<file path="src/rtl/sdram_frame_arbiter.sv">
// Purpose: shares the SDRAM Wishbone port between display reads (priority) and capture writes (anti-starvation streak).
// Latency: grant is combinational in IDLE, the Wishbone cycle starts the next clock, and read beats return one clock after ack.
// Backpressure: wb_ack_i wait states freeze the bus; wr_ack paces the writer, and requests are only sampled in IDLE.
module sdram_frame_arbiter #(
  parameter int DW            = 32,
  parameter int BL_W          = 9,
  parameter int MAX_RD_STREAK = 4
) (
  input  logic            wb_clk_i,
  input  logic            RESETN,
  input  logic            sdr_init_done,
  input  logic            rd_req,
  input  logic [24:0]     rd_addr,
  input  logic [BL_W-1:0] rd_len,
  output logic            rd_gnt,
  output logic [DW-1:0]   rd_data,
  output logic            rd_valid,
  output logic            rd_done,
  input  logic            wr_req,
  input  logic [24:0]     wr_addr,
  input  logic [BL_W-1:0] wr_len,
  output logic            wr_gnt,
  input  logic [DW-1:0]   wr_data,
  output logic            wr_ack,
  output logic            wr_done,
  output logic            wb_cyc_o,
  output logic            wb_stb_o,
  output logic            wb_we_o,
  output logic [24:0]     wb_addr_o,
  output logic [DW-1:0]   wb_dat_o,
  output logic [DW/8-1:0] wb_sel_o,
  output logic [2:0]      wb_cti_o,
  input  logic            wb_ack_i,
  input  logic [DW-1:0]   wb_dat_i
);

  localparam int              SW         = $clog2(MAX_RD_STREAK + 1);
  localparam logic [SW-1:0]   STREAK_MAX = SW'(MAX_RD_STREAK);
  localparam logic [24:0]     ADDR_STEP  = 25'(DW / 8);
  localparam logic [BL_W-1:0] ONE_BEAT   = BL_W'(1);

  typedef enum logic [1:0] {IDLE, RD_BURST, WR_BURST, GAP} state_t;

  state_t          state, state_nxt;
  logic [SW-1:0]   streak;
  logic [BL_W-1:0] remain;
  logic [24:0]     addr;
  logic            grant_rd, grant_wr, last_ack, in_burst;

  assign in_burst = (state == RD_BURST) || (state == WR_BURST);

  // Arbitration in IDLE and burst sequencing
  always_comb begin
    grant_rd  = 1'b0;
    grant_wr  = 1'b0;
    last_ack  = 1'b0;
    state_nxt = state;
    case (state)
      IDLE: begin
        if (sdr_init_done) begin
          // reads win unless a pending write has already waited out the streak
          if (rd_req && (!wr_req || streak != STREAK_MAX)) begin
            grant_rd  = 1'b1;
            state_nxt = RD_BURST;
          end else if (wr_req) begin
            grant_wr  = 1'b1;
            state_nxt = WR_BURST;
          end
        end
      end
      RD_BURST, WR_BURST: begin
        if (wb_ack_i && remain == ONE_BEAT) begin
          last_ack  = 1'b1;
          state_nxt = GAP;
        end
      end
      GAP:     state_nxt = IDLE;
      default: state_nxt = IDLE;
    endcase
  end

  // State register
  always_ff @(posedge wb_clk_i or negedge RESETN) begin
    if (!RESETN) state <= IDLE;
    else         state <= state_nxt;
  end

  // Latch the winner's address/length, then walk them per acked beat
  always_ff @(posedge wb_clk_i or negedge RESETN) begin
    if (!RESETN) begin
      addr   <= '0;
      remain <= '0;
    end else if (grant_rd) begin
      addr   <= rd_addr;
      remain <= (rd_len == '0) ? ONE_BEAT : rd_len;
    end else if (grant_wr) begin
      addr   <= wr_addr;
      remain <= (wr_len == '0) ? ONE_BEAT : wr_len;
    end else if (in_burst && wb_ack_i) begin
      addr   <= addr + ADDR_STEP;
      remain <= remain - ONE_BEAT;
    end
  end

  // Count consecutive read wins taken while a write was waiting
  always_ff @(posedge wb_clk_i or negedge RESETN) begin
    if (!RESETN) begin
      streak <= '0;
    end else if (grant_rd) begin
      if (!wr_req)                  streak <= '0;
      else if (streak != STREAK_MAX) streak <= streak + SW'(1);
    end else if (grant_wr) begin
      streak <= '0;
    end
  end

  // Registered read data return and completion pulses
  always_ff @(posedge wb_clk_i or negedge RESETN) begin
    if (!RESETN) begin
      rd_data  <= '0;
      rd_valid <= 1'b0;
      rd_done  <= 1'b0;
      wr_done  <= 1'b0;
    end else begin
      rd_valid <= (state == RD_BURST) && wb_ack_i;
      rd_done  <= (state == RD_BURST) && last_ack;
      wr_done  <= (state == WR_BURST) && last_ack;
      if ((state == RD_BURST) && wb_ack_i) rd_data <= wb_dat_i;
    end
  end

  assign rd_gnt    = grant_rd;
  assign wr_gnt    = grant_wr;
  assign wr_ack    = (state == WR_BURST) && wb_ack_i;
  assign wb_cyc_o  = in_burst;
  assign wb_stb_o  = in_burst;
  assign wb_we_o   = (state == WR_BURST);
  assign wb_addr_o = addr;
  assign wb_dat_o  = wr_data;
  assign wb_sel_o  = '1;
  assign wb_cti_o  = !in_burst          ? 3'b000 :
                     (remain > ONE_BEAT) ? 3'b010 : 3'b111;

endmodule

</file>
<file path="config.mk">
export PLATFORM = sky130hd
export DESIGN_NAME = sdram_frame_arbiter
export DESIGN_NICKNAME = d
export VERILOG_FILES = /design/src/rtl/sdram_frame_arbiter.sv
export SDC_FILE = /design/constraint.sdc
export NUM_CORES = 1
export LEC_CHECK = 0
export ABC_AREA = 1
export BUFFER_PORTS_ARGS = -buffer_cell sky130_fd_sc_hd__buf_2
export CELL_PAD_IN_SITES_DETAIL_PLACEMENT = 0
export CELL_PAD_IN_SITES_GLOBAL_PLACEMENT = 1
export CORE_ASPECT_RATIO = 0.75
export CORE_MARGIN = 4
export CORE_UTILIZATION = 34
export DETAILED_ROUTE_END_ITERATION = 12
export HOLD_SLACK_MARGIN = 0.15
export PLACE_DENSITY_LB_ADDON = 0.1
export SYNTH_ARGS = -nofsm -noshare
export SYNTH_HDL_FRONTEND = slang
export SYNTH_SLANG_ARGS = --single-unit
</file>
<file path="constraint.sdc">
create_clock -name wb_clk_i -period 2.85 [get_ports wb_clk_i]
set_input_delay 0.855 -clock wb_clk_i [delete_from_list [all_inputs] [get_ports wb_clk_i]]
set_output_delay 0.855 -clock wb_clk_i [all_outputs]
set_load 0.05 [all_outputs]
</file>
== Word level (Yosys, flattened, before mapping) ==
Index checks and enable logic that the tools add are counted.
Storage, ports and cells
  bits in registers: 74
  input bits: 138
  output and inout port bits: 105
  logic and storage cells: 67
Operators by class
  add/sub/neg operators: 3
  $lt $le $gt $ge: 1
  equal/unequal tests: 9
  muxes and demuxes: 28
  reductions and logical operators: 18
Operators with widths (count)
  $mux 25: 3
  $mux 9: 5
  $add 25x3->25 const B: 1
  $logic_not 9->1: 2
  $mux 3: 6
  $eq 9x1->1 const B: 1
  $gt 9x1->1 const B: 1
  $mux 1: 9
  $sub 9x1->9 const B: 1
  $mux 2: 4
  $logic_and 1x1->1: 7
  $ne 3x3->1 const B: 2
  $pmux 2 s3: 1
  $eq 2x2->1 const B: 2
  $ne 2x2->1 const B: 2
  $add 3x1->3 const B: 1
  $ne 3x2->1 const B: 1
  $reduce_and 3->1: 1
  $reduce_bool 3->1: 1
  $eq 2x1->1 const B: 1
  $logic_not 2->1: 1
  $logic_or 1x1->1: 2
  $reduce_and 2->1: 1
  $reduce_bool 2->1: 1
  2 further kinds: 2

== Depth between registers and ports, before layout ==
Gate-level depths: netlist (run 1).
  word-level depth: 8
  gate-level depth with buffers: 12
  depth with buffers taken out: 12

== Least setup slack after synthesis (run 1) ==
No wires, ideal clock.
  kind: flip-flop to output port
  start point: register state[0]
  end point: output port wb_cti_o[2]
  arrival time: 1.972 ns
  required time: 1.995 ns
  setup slack: 0.023 ns
  cell stages (with the launch flop): 7
  path buffers: 1
  path through: dfrtp_1 inv_1 ha_1 nand4_1 inv_1 o21a_1 buf_4
On the way
  longest elaborated chain between the ends: 3
  elaborated cells between the ends (all ways): 4
  classes of those cells: eq/ne (2); mux (1); reduce/logical (1)
RTL lines
  start, declared: RTL line 44  | state_t state, state_nxt;
  start signal, assigned: RTL line 85  | else state <= state_nxt;
  $eq 2x1->1 or $eq 2x2->1 (tied branches): RTL line 50  | assign in_burst = (state == RD_BURST) || (state == WR_BURST);
  $logic_or 1x1->1 (*): RTL line 50
  net wb_cyc_o: RTL line 26  | output logic wb_cyc_o,
  $mux 3 (*): RTL line 141  | assign wb_cti_o = !in_burst ? 3'b000 :
  end, declared: RTL line 32  | output logic [2:0] wb_cti_o,
The timed path passes the listed nets; every way through them passes the cells marked *.

== Final worst setup path (run 1) ==
  start point: register state[0]
  end point: output port wb_cti_o[2]
On the way
  longest elaborated chain between the ends: 3
  elaborated cells between the ends (all ways): 4
  classes of those cells: eq/ne (2); mux (1); reduce/logical (1)
RTL lines (RTL line)
  $eq 2x1->1 or $eq 2x2->1 (tied branches): 50
  $logic_or 1x1->1 (*): 50
  $mux 3 (*): 141
Every way passes the cells marked *; elsewhere a longest branch is shown, timed or not.

==> impl_metrics.yaml, run 1 <==
synth:
  synth_area_mm2: 0.004856
  ys_types: 40
  yosysWarnings: 0
  ys_seq_elements: 74
  yosysSeqAreaShare: 0.3813
  synth_cells: 691
  avgSynthCellArea_um2: 7.027
clock_tree:
  cts_resized: 0
  clk_pin_slew_ps: 70
  root_buffer: "clkbuf_16"
  cts_buffer_depth: 2
  cts_buffers: 9
  cts_tree: "done"
  cts_max_level: 3
  clock_latency_ps: 330
  cts_hold_buf: 0
  cts_setup_buffers: 0
  cts.sinks: 74
routing:
  wl_per_cell_um: 14.30
  drcViolationCount: 0
  route.top_layer_used: "met5"
  routed-wl-met2_um: 6483
  drt-total-wl_um: 14450
  met1_length_um: 6983
  drt_iter0_markers: 248
  first_pass_iters: 5
  wl_met3_um: 860
  vias: 4712
  via_per_inst: 4.665
  ant_nets: 0
worst_setup_path:
  path_cells: "inv_1 -> ha_1 -> nand4_1 -> inv_1 -> o21a_1 -> buf_2"
  cp_max_fo: 7
  path_class: "reg2out"
  crit_required_ps: 2000
  cp_top_family: "buffers and inverters"
  path_buf_inv: 3
  slowest_delay_ps: 410
  worst_setup_path_start_kind: "flip-flop"
  crit_path_end_kind: "primary output"
  path_common_cell: "inv_1"
  crit_arrival_ps: 1780
  slowest_stage: "ha_1"
placement:
  portBuffers: 174
  place_congestion: 0.8191
  place_ws_ps: 297.5
  place_area_mm2: 0.005608
  dp_hpwl_um: 10900
  dp.cells: 993
power:
  total_power_mw: 6.910
  power_density_mw_per_mm2: 1167
  peakVddDrop_uv: 944.8
  p_leak_nw: 3.260
floorplan:
  io-pin-count: 243
  num_rows: 37
  core_mm2: 0.01384
  die_h_um: 111.5
  die_width_um: 146.0
  dieArea_mm2: 0.01628
  initial_core_util: 0.3508
final_layout:
  fin_util: 0.4276
  drive_gt1_frac: 0.2806
  fin_cells: 1010
  area_growth_pct: 21.90
  nNetsFinal: 975
  stdcell_area_mm2: 0.005919
global_routing:
  grt_max_degree: 75
  antenna_found_initial: 2
  overflow: 0
  grt_pass1_vias: 4753
  grt_pass1_wl_um: 23890
  grt_usage: 0.1756
timing:
  relSlewSlack: 0.6204
  drv_slew: 0
  fin_crit_sh: 0.9255
  timing.hold.ws_ps: 479.4
  worst_pin_slew_ps: 568.0
  fmax_mhz: 379.1
  rsz0062_at_grt: "no"
  period_needed_ps: 2638
  final-hold-violation-count: 0
  fin_ws_ps: 212.4
  tns_ps: 0
  finalSetupViolations: 0
  finClkSkew_ps: 7.306
run_status:
  status: "complete, no violations"
min_path:
  worstHoldPathType: "reg2reg"
run:
  drv_cap: 0
[flip-flops by register name (all words and copies together) (netlist names)]
| name | count |
|---|---|
| wb_addr_o | 25 |
| remain | 9 |
| rd_data | 32 |
| rd_valid | 1 |
| state | 2 |
| streak | 3 |
| rd_done | 1 |
| wr_done | 1 |
[where the power goes]
part	internal (mW)	switching, mW
logic	1.02	2.82
clock network	0.695	0.492
registers	1.50	0.384
total	3.21	3.70
[layout by cell type, fill, tap and decap left out, drive strengths merged, types with 8 or more instances in the layout]
cell,n
dfrtp,74
o21ai,16
nand4,14
nand3,48
buf,184
nor2,102
or2,14
inv,49
nand2,268
ha,8
clkbuf,9
nor3,10
[cell families (layout without fill, tap and decap cells)]
| logic type | after synthesis | in the layout | synth area share |
|---|---|---|---|
| simple gates | 460 | 460 | 0.4089 |
| other cells | 1 | 5 | 0.0007723 |
| buf+inv | 105 | 245 | 0.1283 |
| fa+ha+maj | 8 | 8 | 0.02061 |
| compound gates | 33 | 33 | 0.04200 |
| flops | 74 | 74 | 0.3813 |
| xor+xnor | 10 | 10 | 0.01804 |
[worst min-delay path, delay by kind of cell, from the launching register on]
kind / cells / cell delay (ps)
flip-flops: 1 / 350
AND/OR/NAND/NOR: 2 / 100
[layer usage]
layer / GRT usage / vias up
met5: 0 / -
met4: 0.03822 / 2
met3: 0.04638 / 23
met2: 0.2781 / 119
met1: 0.2429 / 2174
li1: - / 2394
[layout make-up]
class | count | area (um^2)
diodes | 1 | 2.502
clock buffers | 9 | 225.2
clock inverters | 7 | 83.83
fillers | 1526 | 7923
inverters | 45 | 171.4
multi-input cells | 515 | 2392
flip-flops and latches | 74 | 1852
well taps | 175 | 219.0
repair buffers | 184 | 973.4
[Yosys cell counts, drive strengths merged]
master  count  area share
nand2     268        0.21
nor2      102       0.085
dfrtp      74        0.38
buf        54       0.088
nand3      48       0.053
inv        45       0.035
o21ai      16       0.016
nand4      14       0.019
or2        14       0.018
nor3       10       0.019
ha          8       0.021
a21oi       7      0.0072
clkbuf      6      0.0046
xor2        6       0.011
xnor2       4      0.0072
a22oi       3      0.0046
nand3b      3      0.0046
o21bai      3      0.0046
a21boi      1      0.0015
conb        1     0.00077
nor3b       1      0.0015
o211ai      1      0.0044
o21a        1      0.0015
o31ai       1      0.0015
[path summary, 6_finish.rpt]
check                                     to  slack [ps]       start  cells after the start
worst max-delay path             wb_cti_o[2]         210    state[0]                      6
worst min-delay path              rd_data[0]         480  rd_data[0]                      2
worst max register to register  wb_addr_o[4]         960    state[0]                      7
worst min register to register    rd_data[0]         480  rd_data[0]                      2
max in group asynchronous        rd_data[23]        1980      RESETN                      2
min in group asynchronous       wb_addr_o[6]         540      RESETN                      2
Power figures use the tool's default switching activity.
==> inputs of run 2 (changes only) <==
--- a/config.mk
+++ b/config.mk
@@ -5,7 +5,6 @@
 export SDC_FILE = /design/constraint.sdc
 export NUM_CORES = 1
 export LEC_CHECK = 0
-export ABC_AREA = 1
 export BUFFER_PORTS_ARGS = -buffer_cell sky130_fd_sc_hd__buf_2
 export CELL_PAD_IN_SITES_DETAIL_PLACEMENT = 0
 export CELL_PAD_IN_SITES_GLOBAL_PLACEMENT = 1
==> impl_metrics.yaml, run 2 <==
run_status:
  status: "complete, no violations"
final_layout:
  max_flop_register: "rd_data"
  area_growth_pct: 27.09
  largest_reg_flops: 32
  fin_util: 0.4413
  nFillCells: 1232
  nNetsFinal: 726
  diodes: 0
  layout_common_cells: "buf_2 (173), dfrtp_1 (74), mux2_2 (34)"
  ff_latch_area_mm2: 0.001852
  mostFrequentLayoutCell: "buf_2"
  multi_input_area_mm2: 0.001956
  drive_gt1_frac: 0.4195
synth:
  synth_ff_type: "dfrtp_1"
  ys_async_sr_fraction: 1.000
  avgSynthCellArea_um2: 9.766
  ys_types: 57
  post-synth-top-count-cell: "dfrtp_1"
  synth_area_mm2: 0.004258
  synth_top_area_share: 0.4349
  synth_top_cell_by_area: "dfrtp_1"
  yosysSeqAreaShare: 0.4349
  ys_top_cells_by_count: "dfrtp_1 (74), buf_4 (40), mux2_2 (34)"
  synth_edf_count: 0
  synth_cells: 436
  ys_seq_elements: 74
  ys_top_cells_by_area: "dfrtp_1 (43%), mux2_2 (9.0%), buf_4 (7.1%)"
  yosysWarnings: 0
routing:
  drt_iter0_markers: 243
  ant_nets: 0
  drcViolationCount: 0
  first_pass_iters: 5
  via_per_inst: 5.127
  drt-total-wl_um: 13060
  wl_per_cell_um: 17.41
  vias: 3845
clock_tree:
  cts_setup_buffers: 0
  cts_buffers: 9
  cts_max_level: 3
  cts_tree: "done"
  cts_buffer_depth: 2
  cts.sinks: 74
  clock_latency_ps: 330
  cts_resized: 0
  cts_hold_buf: 0
  root_buffer: "clkbuf_16"
  clk_pin_slew_ps: 60
worst_setup_path:
  path_cells: "inv_1 -> ha_1 -> and2_1 -> nand3_1 -> inv_1 -> buf_2"
  crit_required_ps: 2000
  path_buf_inv: 3
  crit_cells: 6
  crit_arrival_ps: 1850
  path_common_cell: "inv_1"
  crit_path_end_kind: "primary output"
  slowest_delay_ps: 390
  cp_max_fo: 7
  slowest_stage: "dfrtp_1"
  cp_top_family: "buffers and inverters"
  reg2reg_setup_slack_ps: 640
  path_class: "reg2out"
  worst_setup_path_start_kind: "flip-flop"
  worstRegToRegCells: 8
timing:
  finalSetupViolations: 0
  period_needed_ps: 2706
  finClkSkew_ps: 6.491
  fmax_mhz: 369.6
  final-hold-violation-count: 0
  drv_slew: 0
  rsz0062_at_grt: "no"
  tns_ps: 0
  fin_crit_sh: 0.9493
floorplan:
  die_h_um: 104.9
  io-pin-count: 243
  dieArea_mm2: 0.01440
  initial_core_util: 0.3472
  die_width_um: 137.2
  core_mm2: 0.01226
  num_rows: 35
power:
  peakVddDrop_uv: 743.9
  power_density_mw_per_mm2: 1276
  p_leak_nw: 2.492
min_path:
  worstHoldPathType: "in2async"
run:
  drv_cap: 0
global_routing:
  antenna_found_initial: 0
  grt_pass1_vias: 3878
  grt_usage: 0.1823
  grt_pass1_wl_um: 20740
  overflow: 0
  grt_max_degree: 42
placement:
  place_congestion: 0.7852
  portBuffers: 174
  dp_hpwl_um: 9728
-- run 2: cell count changes after synthesis, moves of 8 or more --
| cell | previous run | this run |
|---|---|---|
| o21ai_0 | 13 | 29 |
| nor2_2 | 11 | 0 |
| nor2_1 | 91 | 32 |
| nand4_1 | 13 | 2 |
| mux2_2 | 0 | 34 |
| nor3_1 | 2 | 13 |
| inv_1 | 42 | 14 |
| o22ai_1 | 0 | 15 |
| nand3_1 | 46 | 14 |
| nor3_2 | 8 | 0 |
| nand2_1 | 266 | 28 |
| a21oi_1 | 7 | 21 |
| o2bb2ai_1 | 0 | 11 |
-- run 2: cells by family (layout without fill, tap and decap cells) --
| kind of cell | after synthesis | count (layout) | synth area share |
|---|---|---|---|
| xor+xnor | 5 | 5 | 0.01028 |
| flops | 74 | 74 | 0.4349 |
| buf+inv | 74 | 219 | 0.1084 |
| compound gates | 117 | 117 | 0.1840 |
| other cells | 1 | 4 | 0.0008807 |
| mux | 34 | 34 | 0.08992 |
| fa+ha+maj | 8 | 8 | 0.02351 |
| simple gates | 123 | 123 | 0.1481 |
-- run 2: final cells by class --
class,instances,share of cell area
Inverter,15,0.01040
Tap cell,166,0.03838
Timing Repair Buffer,189,0.1845
Multi-Input combinational cell,291,0.3614
Clock buffer,10,0.04416
Sequential cell,74,0.3422
Clock inverter,5,0.01896
-- run 2: metal layers --
| metal | track usage | vias up | part of all wire |
|---|---|---|---|
| met5 | 0 | - | 0 |
| met4 | 0.02920 | 0 | 0.0077 |
| met3 | 0.04957 | 27 | 0.082 |
| met2 | 0.2617 | 154 | 0.43 |
| met1 | 0.2767 | 1825 | 0.48 |
| li1 | - | 1839 | - |
-- run 2: metrics by stage --
stage	hold slack, ps	setup WS (ps)	instance area (um^2)	instances	power (mW)
floorplan	484.7	55.95	4269	439	4.798
global placement	481.7	241.9	5070	735	5.592
detailed placement	487.5	260.4	5070	735	5.635
CTS	493.3	123.9	5411	750	6.989
global route	508.7	16.42	5411	750	7.336
finish	487.8	144.4	5411	750	6.905
-- run 2: worst paths after layout --
check | start | end
setup / recovery | state[1] | wr_gnt
hold / removal | RESETN | rd_data[3]
setup reg to reg | state[1] | wb_addr_o[15]
hold reg to reg | rd_data[13] | rd_data[13]
max in group asynchronous | RESETN | rd_data[26]
min in group wb_clk_i | rd_data[13] | rd_data[13]
-- run 2: where the power goes --
| group | switching (mW) | internal [mW] | total [mW] | leakage, nW |
|---|---|---|---|---|
| clock network | 0.444 | 0.873 | 1.32 | 0.165 |
| logic | 2.59 | 1.12 | 3.72 | 1.47 |
| registers | 0.362 | 1.51 | 1.87 | 0.857 |
| total | 3.40 | 3.51 | 6.90 | 2.49 |
-- run 2: worst register-to-register path: stages (launching register included) --
cell and delay (ps):
dfrtp_1 360, inv_1 70, ha_1 440, nand2_1 350, nand2_1 200, buf_4 250, o22a_1 160, o21ai_0 80
a211oi_1 210
==> inputs of run 3 (changes only) <==
--- a/config.mk
+++ b/config.mk
@@ -8,7 +8,7 @@
 export BUFFER_PORTS_ARGS = -buffer_cell sky130_fd_sc_hd__buf_2
 export CELL_PAD_IN_SITES_DETAIL_PLACEMENT = 0
 export CELL_PAD_IN_SITES_GLOBAL_PLACEMENT = 1
-export CORE_ASPECT_RATIO = 0.75
+export CORE_ASPECT_RATIO = 1.4
 export CORE_MARGIN = 4
 export CORE_UTILIZATION = 34
 export DETAILED_ROUTE_END_ITERATION = 12
==> impl_metrics.yaml, run 3 (synthesis results as in run 2) <==
routing:
  via_per_inst: 5.238
  first_pass_iters: 5
  drt-total-wl_um: 13020
  vias: 3850
  drcViolationCount: 0
  wl_per_cell_um: 17.72
  ant_nets: 0
  drt_iter0_markers: 152
floorplan:
  die_h_um: 140.4
  core_mm2: 0.01231
  die_width_um: 102.6
  io-pin-count: 243
  num_rows: 48
  initial_core_util: 0.3458
  dieArea_mm2: 0.01440
placement:
  dp_hpwl_um: 9925
  place_congestion: 0.8004
  place_ws_ps: 278.3
  portBuffers: 174
  place_area_mm2: 0.005050
global_routing:
  antenna_found_initial: 1
  overflow: 0
  grt_max_degree: 41
  grt_pass1_wl_um: 20470
  grt_pass1_vias: 3937
  grt_usage: 0.1824
final_layout:
  largest_reg_flops: 32
  layout_common_cells: "buf_2 (173), dfrtp_1 (74), mux2_2 (34)"
  mostFrequentLayoutCell: "buf_2"
  area_growth_pct: 26.56
  fin_util: 0.4377
  diodes: 0
  nNetsFinal: 726
  drive_gt1_frac: 0.4205
  stdcell_area_mm2: 0.005389
  max_flop_register: "rd_data"
clock_tree:
  cts.sinks: 74
  cts_buffer_depth: 2
  cts_hold_buf: 0
  cts_setup_buffers: 0
  clock_latency_ps: 340
  cts_resized: 0
  clk_pin_slew_ps: 60
  root_buffer: "clkbuf_16"
  cts_tree: "done"
  cts_buffers: 9
  cts_max_level: 3
power:
  peakVddDrop_uv: 445.7
  p_leak_nw: 2.493
  power_density_mw_per_mm2: 1272
timing:
  fmax_mhz: 365.7
  fin_crit_sh: 0.9594
  worst_pin_slew_ps: 586.7
  fin_ws_ps: 115.7
  finalSetupViolations: 0
  period_needed_ps: 2734
  rsz0062_at_grt: "no"
  final-hold-violation-count: 0
  relSlewSlack: 0.6089
  drv_slew: 0
  finClkSkew_ps: 5.820
  tns_ps: 0
  timing.hold.ws_ps: 499.6
worst_setup_path:
  r2r_start: "state[0]"
  startpoint: "remain[3]"
  cp_max_fo: 6
  reg2reg_to: "wb_addr_o[7]"
  crit_required_ps: 2000
  worstRegToRegCells: 8
  crit_path_end_kind: "primary output"
  cp-endpoint: "wb_cti_o[2]"
  crit_arrival_ps: 1880
  worst_setup_path_start_kind: "flip-flop"
  path_class: "reg2out"
  reg2reg_setup_slack_ps: 780
run_status:
  status: "complete, no violations"
min_path:
  worstHoldPathType: "reg2reg"
run:
  drv_cap: 0
## run 3: cell count changes in the layout (fill, tap and decap cells not counted)
cell       change
clkbuf_8       +2
bufinv_16      -1
## run 3: how the worst min path moves through the flow
stage | startpoint | end | slack [ps] | cells after the start
6_report | rd_data[28] | rd_data[28] | 500 | 1
3_3_place_gp | rd_data[5] | rd_data[5] | 480 | 1
5_1_grt | rd_data[30] | rd_data[30] | 510 | 1
3_5_place_dp | rd_data[30] | rd_data[30] | 490 | 1
2_1_floorplan | streak[0] | streak[0] | 480 | 1
4_1_cts | rd_data[30] | rd_data[30] | 500 | 1
## run 3: report_power, final
group	switching, mW	internal, mW	leakage (nW)
Clock	0.441	0.837	0.165
Sequential	0.361	1.51	0.857
Combinational	2.58	1.13	1.47
## run 3: final cells by class
cell class              count  area [um^2]
repair buffers            189        998.5
clock inverters             4        72.57
well taps                 150        187.7
multi-input cells         291         1956
flip-flops and latches     74         1852
clock buffers              12        266.5
fillers                  1278         6923
inverters                  15        56.30
## run 3: layer usage
metal,part of all wire,wire (um),GRT usage,vias to the layer above
met2,0.50,6564,0.3138,168
met4,0.019,243,0.06012,2
met1,0.39,5101,0.2182,1822
met3,0.085,1105,0.04584,16
li1,-,-,-,1842
met5,0.00054,7,0,-
## run 3: critical path, stage by stage, from the launching register on
cell	delay [ps]
dfrtp_1	430
or3_4	420
nor3_4	170
and3_1	240
buf_2	280
## run 3: metrics by stage
stage	cells	total power, mW
finish	735	6.856
global route	735	7.280
CTS	735	6.942
detailed placement	719	5.640
global placement	719	5.595
floorplan	439	4.798
